### src/rtl/fifo_wr_arb.sv
// Round-robin arbiter sharing the FIFO write port between N_REQ byte-stream sources.
// Bounded bursts per grant, throttled by almost_full/full, with a saturating byte counter.
module fifo_wr_arb #(
    parameter int N_REQ     = 4,
    parameter int MAX_BURST = 8
) (
    input  logic                 clk_100m,
    input  logic                 rst,
    input  logic [N_REQ-1:0]     req,
    input  logic [4*N_REQ-1:0]   req_len,
    input  logic [8*N_REQ-1:0]   req_data,
    output logic [N_REQ-1:0]     gnt,
    output logic [N_REQ-1:0]     data_ack,
    output logic [N_REQ-1:0]     done,
    input  logic                 almost_full,
    input  logic                 full,
    output logic                 wr_en,
    output logic [7:0]           wr_data,
    output logic                 busy,
    output logic [15:0]          byte_cnt
);
    // state | meaning
    // IDLE  | waiting for any request; picks first requester at or after ptr
    // GRANT | grant shown, burst length latched and clamped, cnt cleared
    // XFER  | one byte per cycle while req held and FIFO has room
    // DONE  | done pulse, ptr moves just past the served requester
    localparam int PW = (N_REQ > 1) ? $clog2(N_REQ) : 1;

    typedef enum logic [1:0] {IDLE, GRANT, XFER, DONE} state_t;

    state_t           state_q;
    logic [PW-1:0]    ptr_q;
    logic [PW-1:0]    sel_q;
    logic [3:0]       len_q;
    logic [3:0]       cnt_q;
    logic [N_REQ-1:0] gnt_q;
    logic [N_REQ-1:0] done_q;
    logic             busy_q;
    logic             wr_en_q;
    logic [7:0]       wr_data_q;
    logic [15:0]      byte_cnt_q;

    logic [PW-1:0]    pick_d;
    logic [PW-1:0]    scan_idx;
    logic [3:0]       len_raw;
    logic [3:0]       len_d;
    logic             sel_req;
    logic             ack;
    logic [N_REQ-1:0] sel_onehot;
    logic [7:0]       sel_data;

    // Scan downwards so the requester closest to ptr is the last (winning) assignment.
    always_comb begin
        pick_d   = ptr_q;
        scan_idx = ptr_q;
        for (int i = N_REQ - 1; i >= 0; i--) begin
            scan_idx = PW'((int'(ptr_q) + i) % N_REQ);
            if (req[scan_idx]) pick_d = scan_idx;
        end
    end

    assign sel_req    = req[sel_q];
    assign sel_data   = req_data[8*int'(sel_q) +: 8];
    assign len_raw    = req_len[4*int'(sel_q) +: 4];
    assign sel_onehot = N_REQ'(1) << sel_q;

    always_comb begin
        len_d = len_raw;
        if (len_raw == 4'd0) begin
            len_d = 4'd1;
        end else if (int'(len_raw) > MAX_BURST) begin
            len_d = 4'(MAX_BURST);
        end
    end

    // Gated by rst so a reset landing mid-burst consumes no further byte.
    assign ack      = ~rst & (state_q == XFER) & sel_req & ~almost_full & ~full;
    assign data_ack = ack ? sel_onehot : '0;

    always_ff @(posedge clk_100m) begin
        if (rst) begin
            state_q <= IDLE;
            ptr_q   <= '0;
            sel_q   <= '0;
            len_q   <= '0;
            cnt_q   <= '0;
            gnt_q   <= '0;
            done_q  <= '0;
            busy_q  <= 1'b0;
        end else begin
            done_q <= '0;
            case (state_q)
                IDLE: begin
                    if (|req) begin
                        sel_q   <= pick_d;
                        gnt_q   <= N_REQ'(1) << pick_d;
                        busy_q  <= 1'b1;
                        state_q <= GRANT;
                    end
                end
                GRANT: begin
                    len_q   <= len_d;
                    cnt_q   <= '0;
                    state_q <= XFER;
                end
                XFER: begin
                    if (!sel_req) begin
                        gnt_q   <= '0;
                        done_q  <= sel_onehot;
                        state_q <= DONE;
                    end else if (ack) begin
                        cnt_q <= cnt_q + 4'd1;
                        if (cnt_q + 4'd1 == len_q) begin
                            gnt_q   <= '0;
                            done_q  <= sel_onehot;
                            state_q <= DONE;
                        end
                    end
                end
                DONE: begin
                    ptr_q   <= (sel_q == PW'(N_REQ - 1)) ? '0 : sel_q + PW'(1);
                    busy_q  <= 1'b0;
                    state_q <= IDLE;
                end
                default: state_q <= IDLE;
            endcase
        end
    end

    always_ff @(posedge clk_100m) begin
        if (rst) begin
            wr_en_q    <= 1'b0;
            wr_data_q  <= '0;
            byte_cnt_q <= '0;
        end else begin
            wr_en_q <= ack;
            if (ack) wr_data_q <= sel_data;
            if (wr_en_q && (byte_cnt_q != 16'hFFFF)) byte_cnt_q <= byte_cnt_q + 16'd1;
        end
    end

    assign gnt      = gnt_q;
    assign done     = done_q;
    assign busy     = busy_q;
    assign wr_en    = wr_en_q;
    assign wr_data  = wr_data_q;
    assign byte_cnt = byte_cnt_q;

endmodule

### config.mk
export PLATFORM = sky130hd
export DESIGN_NAME = fifo_wr_arb
export DESIGN_NICKNAME = d
export VERILOG_FILES = /design/src/rtl/fifo_wr_arb.sv
export SDC_FILE = /design/constraint.sdc
export NUM_CORES = 1
export LEC_CHECK = 0
export ABC_AREA = 1
export CORE_MARGIN = 2
export CORE_UTILIZATION = 46
export DETAILED_ROUTE_END_ITERATION = 8
export PLACE_DENSITY_LB_ADDON = 0.3
export SYNTH_ARGS = -nofsm -noshare
export SYNTH_HDL_FRONTEND = slang
export SYNTH_SLANG_ARGS = --single-unit
### constraint.sdc
create_clock -name clk_100m -period 2.4 [get_ports clk_100m]
set_input_delay 0.48 -clock clk_100m [delete_from_list [all_inputs] [get_ports clk_100m]]
set_output_delay 0.48 -clock clk_100m [all_outputs]
set_load 0.1 [all_outputs]
[Word-level counts from Yosys, hierarchy flattened]
Cells that the tools add are included.
Storage, ports and cells
  bits of input ports: 56
  word-level logic and storage cells: 95
  register bits: 48
Operators by class
  add/subtract/negate cells: 6
  equality and inequality tests: 11
  multiplexer cells: 36
  shifts and indexed selects: 4
  bitwise gates (word level): 8
  reductions and logical operators: 13
  $lt $le $gt $ge: 6
Operators by type and width (count)
  2-to-1 mux 4 bit: 12
  variable part select 32 x 6 -> 8 bit: 1
  2-to-1 mux 2 bit: 9
  adder 16 x 1 -> 16 bit (second input constant): 1
  != test 16 bit (second input constant): 1
  case mux 4 bit (2 select lines): 2
  variable part select 16 x 5 -> 4 bit: 1
  less-than comparator 2 x 3 -> 1 bit (second input constant): 5
  binary-select mux 1 bit (select 2 bit): 5
  case mux 2 bit (4 select lines): 1
  left shift 1 x 2 -> 4 bit (first input constant): 2
  equality test 2 bit (second input constant): 3
  2-to-1 mux 1 bit: 6
  != test 2 bit (second input constant): 3
  AND reduction 3 bit: 2
  nonzero test 2 bit: 3
  adder 2 x 1 -> 2 bit (second input constant): 2
  adder 2 bit (second input constant): 2
  adder 4 x 1 -> 4 bit (second input constant): 1
  AND 1 bit: 4
  equality test 4 bit: 1
  > comparator 4 bit (second input constant): 1
  zero test 4 bit: 1
  NOT 1 bit: 4
  other kinds (10): 11

[Longest topological paths before layout]
Gate-level depths: netlist (run 1).
  depth after elaboration: 10
  gate-level depth with buffers: 14

[Least setup slack after synthesis (run 1)]
No wires, ideal clock.
  kind: reg2out
  from: register state_q[0]
  to: output port data_ack[0]
  required time: 1.920 ns
  stages on the path, launching flop included: 11
  arrival time: 2.708 ns
  slack: -0.788 ns
  cells stage by stage: dfxtp_1 > inv_1 > ha_1 > inv_2 > nor2_2 > nand2_1 > nor2_2 > buf_4 > inv_2 > buf_2 > nor2_1
Between the ends
  cells in the longest elaborated chain, start to end: 6
Ends and longest elaborated chain
  from (decl): line 31  | state_t state_q;
  from (signal assigned): line 82  | state_q <= IDLE;
  from (signal assigned): line 98  | state_q <= GRANT;
  from (signal assigned): line 104  | state_q <= XFER;
  equality test 2 bit: line 77  | assign ack = ~rst & (state_q == XFER) & sel_req & ~almost_full & ~full;
  AND 1 bit (4 in series): line 77
  2-to-1 mux 4 bit: line 78  | assign data_ack = ack ? sel_onehot : '0;
  to (decl): line 13  | output logic [N_REQ-1:0] data_ack,
Every way passes these cells.

[Worst setup path after layout (run 1)]
  from: input port req[2]
  to: output port data_ack[0]
Between the ends
  cells in the longest elaborated chain, start to end: 6
Ends and longest elaborated chain
  from (decl): line 9  | input logic [N_REQ-1:0] req,
  binary-select mux 1 bit (select 2 bit): line 62  | assign sel_req = req[sel_q];
  2-to-1 mux 1 bit (implied by the code): line 62
  AND 1 bit (3 in series): line 77
  2-to-1 mux 4 bit: line 78
Every way passes these cells. The select of a mux whose other input is x is not followed.

==> results of run 1 <==
[synth_stat cells, types with 3 or more instances]
master,number
a21oi_1,36
buf_2,3
clkbuf_1,8
dfxtp_1,48
ha_1,11
inv_1,46
inv_2,8
nand2_1,84
nand2_2,4
nand3_1,18
nand4_1,7
nor2_1,58
nor2_2,5
nor3_1,10
o21ai_0,45
o21ai_1,3
o22ai_1,10
xor2_1,4
[per-layer routing]
metal | share of wire | routed length (µm)
met3 | 0.057 | 426
met5 | 0 | 0
met1 | 0.42 | 3160
met4 | 0.015 | 112
met2 | 0.51 | 3820
[critical path, cell delays in order]
cell	delay [ps]
clkdlybuf4s50_1	510
inv_1	70
o21ai_1	150
nand2_2	100
nor2_4	150
inv_4	80
nor2_4	130
buf_12	180
[path summary, 6_finish.rpt]
check	slack, ps	startpoint	end
worst max register to register	490	byte_cnt[1]	byte_cnt[11]
worst min-delay path	470	gnt[2]	gnt[2]
worst max-delay path	70	req[2]	data_ack[0]
worst min register to register	470	gnt[2]	gnt[2]
[state kept, by name, indices dropped and copies added, names as in the netlist]
| name | count |
|---|---|
| byte_cnt | 16 |
| len_q | 4 |
| sel_q | 2 |
| gnt | 4 |
| cnt_q | 4 |
| wr_data | 8 |
| done | 4 |
| busy | 1 |
| wr_en | 1 |
| state_q | 2 |
| ptr_q | 2 |
[repair_timing]
action | 4_1_cts | 5_1_grt
pin swaps | 0 | 2
gates cloned | 0 | 0
endpoints found under the setup margin | 1 | 4
gates resized for setup | 1 | 5
[final cells by class]
cell class / count / area, µm²
fill: 550 / 2000
multi-input combinational: 313 / 1640
sequential: 48 / 961
timing repair buffer: 102 / 953
inverter: 55 / 209
tap: 75 / 93.8
clock buffer: 5 / 68.8
[kinds of logic after synthesis]
family,count (synthesis),share of synthesized area
buffers and inverters,70,0.0988
XOR/XNOR,6,0.0186
AO/OA/AOI/OAI,104,0.201
adder cells (fa/ha/maj),11,0.0487
AND/OR/NAND/NOR,192,0.293
flip-flops,48,0.340
[power breakdown]
part	leakage [nW]	switching [mW]	total, mW	internal, mW
logic	1.28	1.17	1.76	0.585
clock network	0.0359	0.245	0.434	0.188
registers	0.389	0.106	1.02	0.917
total	1.71	1.52	3.21	1.69
[through the flow]
stage                     worst slack, ps  area [µm²]  TNS (ps)  hold slack, ps
after detailed placement             70.0        3840         0             459
after floorplan                     0.424        2870         0             446
final                                68.8        3920         0             469
after global routing                -51.6        3920      -125             484
after CTS                            61.8        3910         0             471
after global placement               86.5        3840         0             454
==> run_results.csv, run 1 <==
group,metric,value,unit
run_status,status,"complete, no violations",
placement,numPortBuffers,93,
timing,worst_slew_pin_slew,709,ps
placement,place_inst,593,
finish,area_growth,38.9,%
drt,vias_per_cell,5.15,
finish,fin_nets,592,
global_routing,grt.busiest_layer,"met2",
timing,clock.fmax,429,MHz
global_routing,grt_start_max_net_pins,27,
power,leakagePower,1.71,nW
clocking,ctsHoldBuffers,0,
floorplan,row_count,28,
placement,gp_congestion,0.866,
synth,synthTopCellsByArea,"dfxtp_1, nand2_1, o21ai_0",
finish,drive_gt1_frac,0.157,
setup_path,crit_type,"input port to output pin",
clocking,cts_tree,"done",
setup_path,critPathMaxFanout,5,
timing,finalSetupViolCount,0,
setup_path,worst-endpoint-arrival,1850,ps
setup_path,end_kind,"output pin",
finish,final_cell_mix,"nand2_1, clkdlybuf4s50_1, nor2_1",
floorplan,die_y,82.4,µm
setup_path,required,1920,ps
floorplan,io_pins,94,
global_routing,grt_pass1_vias,2805,
synth,syn_avg_cell_area,6.56,µm²
synth,synth-edff-count,0,
drt,firstDrtPassIters,4,
synth,ys.flop_type,"dfxtp_1",
power,power,3.21,mW
clocking,cts-root-buf,"clkbuf_8",
synth,synth_top_area_share,0.340,
global_routing,use_met2,0.431,
synth,syn-instance-count,431,
timing,drv_slew,0,
placement,dp_hpwl,5.86,mm
synth,syn_area,2830,µm²
timing,timing.final.crit_period,2330,ps
drt,vias,3078,
finish,final_cells,598,
clocking,post_cts_buffers,0,
setup_path,startpoint_type,"input port",
floorplan,dieArea,6780,µm²
power,ir_drop,569,µV
finish,diodes,0,
synth,synth_top_cell_by_area,"dfxtp_1",
worst_hold_path,hold_class,"flip-flop to flip-flop",
clocking,clk-insertion-delay-late,290,ps
floorplan,die_w,82.4,µm
floorplan,start_util,0.477,
flow_run,drv_cap,0,
timing,slew_headroom,0.527,
floorplan,coreArea,5920,µm²
clocking,clkTransAtPathRegs,80,ps
drt,drc,0,
setup_path,r2r_cells,11,
timing,finalHoldViolations,0,
drt,ant_nets,0,
finish,final_common_cell,"nand2_1",
clocking,cts_buffers,5,
drt,wl_per_cell,12.6,µm
synth,synth_cell_type_count,36,
drt,drt_iter0_drc,133,
finish,postLayoutCoreUtil,0.663,
synth,ys_ff_latch,48,
clocking,htree_levels,2,
global_routing,grt_use_met1,0.256,
synth,yosysSeqAreaShare,0.340,
synth,synth.net_count,498,
worst_hold_path,hold-path-cell-count,2,
global_routing,grt_util_all_layers,0.232,
drt,routed_wirelength,7.51,mm
timing,clock_skew,6.53,ps
global_routing,antenna_found_initial,0,
clocking,clock_path_buffers,2,
synth,async_reset_ff_frac,0,
global_routing,grt_pass1_wl,12.2,mm
timing,fin_crit_sh,0.971,
synth,yosysWarnings,0,
clocking,cts.sinks,48,
global_routing,grt_overflow_total,0,
global_routing,met3_usage,0.0728,
power,power_density,819,nW/µm²
(Power assumes the default switching activity.)
==> run 2, diff against run 1 <==
--- a/config.mk
+++ b/config.mk
@@ -6,6 +6,7 @@
 export NUM_CORES = 1
 export LEC_CHECK = 0
 export ABC_AREA = 1
+export CAP_MARGIN = 20
 export CORE_MARGIN = 2
 export CORE_UTILIZATION = 46
 export DETAILED_ROUTE_END_ITERATION = 8
==> results of run 2 <==
Same layout as run 1: the final DEF is identical, and so are final timing and power.
==> run 3, diff against run 2 <==
--- a/config.mk
+++ b/config.mk
@@ -7,7 +7,6 @@
 export LEC_CHECK = 0
 export ABC_AREA = 1
 export CAP_MARGIN = 20
-export CORE_MARGIN = 2
 export CORE_UTILIZATION = 46
 export DETAILED_ROUTE_END_ITERATION = 8
 export PLACE_DENSITY_LB_ADDON = 0.3
==> run_results.csv, run 3 (same netlist as run 1, synthesis figures left out) <==
group,metric,value,unit
run_status,status,"complete, no violations",
worst_hold_path,hold_class,"flip-flop to flip-flop",
finish,multi_input_area,1640,µm²
setup_path,critPathMaxFanout,5,
finish,final_common_cell,"nand2_1",
finish,largest_reg_flops,16,
setup_path,required,1920,ps
setup_path,worst-endpoint-arrival,1810,ps
drt,routed_wirelength,7.38,mm
finish,area_growth,40.3,%
drt,drc,0,
placement,placed_area,3840,µm²
floorplan,coreArea,5920,µm²
placement,numPortBuffers,93,
global_routing,grt_overflow_total,0,
floorplan,die_w,80.4,µm
finish,fillers,531,
floorplan,row_count,28,
timing,fin_crit_sh,0.955,
clocking,cts_buffers,5,
setup_path,startpoint_type,"input port",
drt,ant_nets,0,
drt,drt_iter0_drc,123,
finish,diodes,0,
floorplan,start_util,0.477,
placement,dp_hpwl,5.67,mm
clocking,cts-root-buf,"clkbuf_8",
clocking,clock_path_buffers,2,
drt,wl_per_cell,12.2,µm
timing,fin_ws,108,ps
timing,slew_headroom,0.521,
drt,firstDrtPassIters,4,
global_routing,antenna_found_initial,0,
timing,worst_slew_pin_slew,718,ps
clocking,cts.sinks,48,
timing,finalSetupViolCount,0,
finish,fin_nets,594,
power,leakagePower,1.73,nW
timing,finalHoldViolations,0,
drt,vias_per_cell,5.14,
flow_run,drv_cap,0,
power,power_density,833,nW/µm²
global_routing,grt_start_max_net_pins,27,
setup_path,crit_chain,"clkdlybuf4s50_1 -> inv_1 -> o21ai_0 -> nand2_1 -> nor2_4 -> inv_4 -> nor2_4 -> buf_12",
setup_path,crit_type,"input port to output pin",
timing,clock.fmax,436,MHz
setup_path,end_kind,"output pin",
placement,gp_congestion,0.833,
floorplan,die_y,80.4,µm
clocking,clk-insertion-delay-late,300,ps
setup_path,cpPeakStageDelay,490,ps
power,power,3.30,mW
clocking,clkTransAtPathRegs,80,ps
setup_path,slowest_stage,"clkdlybuf4s50_1",
setup_path,critPathMostFrequentCell,"nor2_4",
finish,seqCellArea,961,µm²
clocking,cts_tree,"done",
finish,final_cell_mix,"nand2_1, clkdlybuf4s50_1, nor2_1",
global_routing,grt_pass1_vias,2733,
finish,design_area,3970,µm²
timing,timing.hold.ws,474,ps
timing,clock_skew,11.8,ps
power,ir_drop,1020,µV
placement,preCtsSetupSlack,72.9,ps
clocking,ctsHoldBuffers,0,
global_routing,grt_util_all_layers,0.231,
global_routing,grt_pass1_wl,11.8,mm
drt,vias,3101,
timing,drv_slew,0,
floorplan,io_pins,94,
finish,drive_gt1_frac,0.163,
timing,timing.final.crit_period,2290,ps
floorplan,dieArea,6460,µm²
clocking,htree_levels,2,
[run 3: timing repair]
| action | in CTS | in global routing |
|---|---|---|
| pin swaps | 0 | 1 |
| setup endpoints to repair | 4 | 4 |
| setup buffers | 0 | 2 |
| resized for setup | 1 | 4 |
[run 3: critical path, delay by kind of cell]
family / cells / cell delay, ps
AOI/OAI and AO/OA: 1 / 140
buffers and inverters: 4 / 810
and+or+nand+nor: 3 / 380
[run 3: area by class of cell]
class                           count  area share
Tap cell                           75      0.0237
Clock buffer                        6      0.0208
Timing Repair Buffer              104       0.244
Sequential cell                    48       0.242
Clock inverter                      2     0.00252
Inverter                           55      0.0527
Multi-Input combinational cell    313       0.414
[run 3: metrics by stage]
| stage | setup TNS, ps | cells | utilization |
|---|---|---|---|
| 2_1_floorplan | 0 | 431 | - |
| 3_3_place_gp | 0 | 593 | 0.649 |
| 3_5_place_dp | 0 | 593 | 0.649 |
| 4_1_cts | 0 | 601 | 0.665 |
| 5_1_grt | -6.61 | 603 | 0.670 |
| 6_report | 0 | 603 | 0.670 |
[run 3: final timing paths]
check              startpoint  slack (ps)  depth (start not counted)           end
hold / removal         gnt[3]         470                          2        gnt[3]
setup / recovery       req[0]         110                          8   data_ack[0]
setup reg to reg  byte_cnt[0]         390                         11  byte_cnt[11]
hold reg to reg        gnt[3]         470                          2        gnt[3]
[run 3: report_power, final]
group / switching [mW] / leakage, nW / internal [mW] / total (mW)
registers: 0.103 / 0.389 / 0.917 / 1.02
clock network: 0.260 / 0.0510 / 0.230 / 0.490
logic: 1.18 / 1.29 / 0.609 / 1.79
[run 3: routing by layer]
| layer | up-vias | global-route usage | part of all wire |
|---|---|---|---|
| met5 | - | 0 | 0 |
| met4 | 0 | 0.0554 | 0.012 |
| met3 | 10 | 0.0477 | 0.048 |
| li1 | 1607 | - | - |
| met2 | 80 | 0.424 | 0.51 |
| met1 | 1404 | 0.270 | 0.43 |
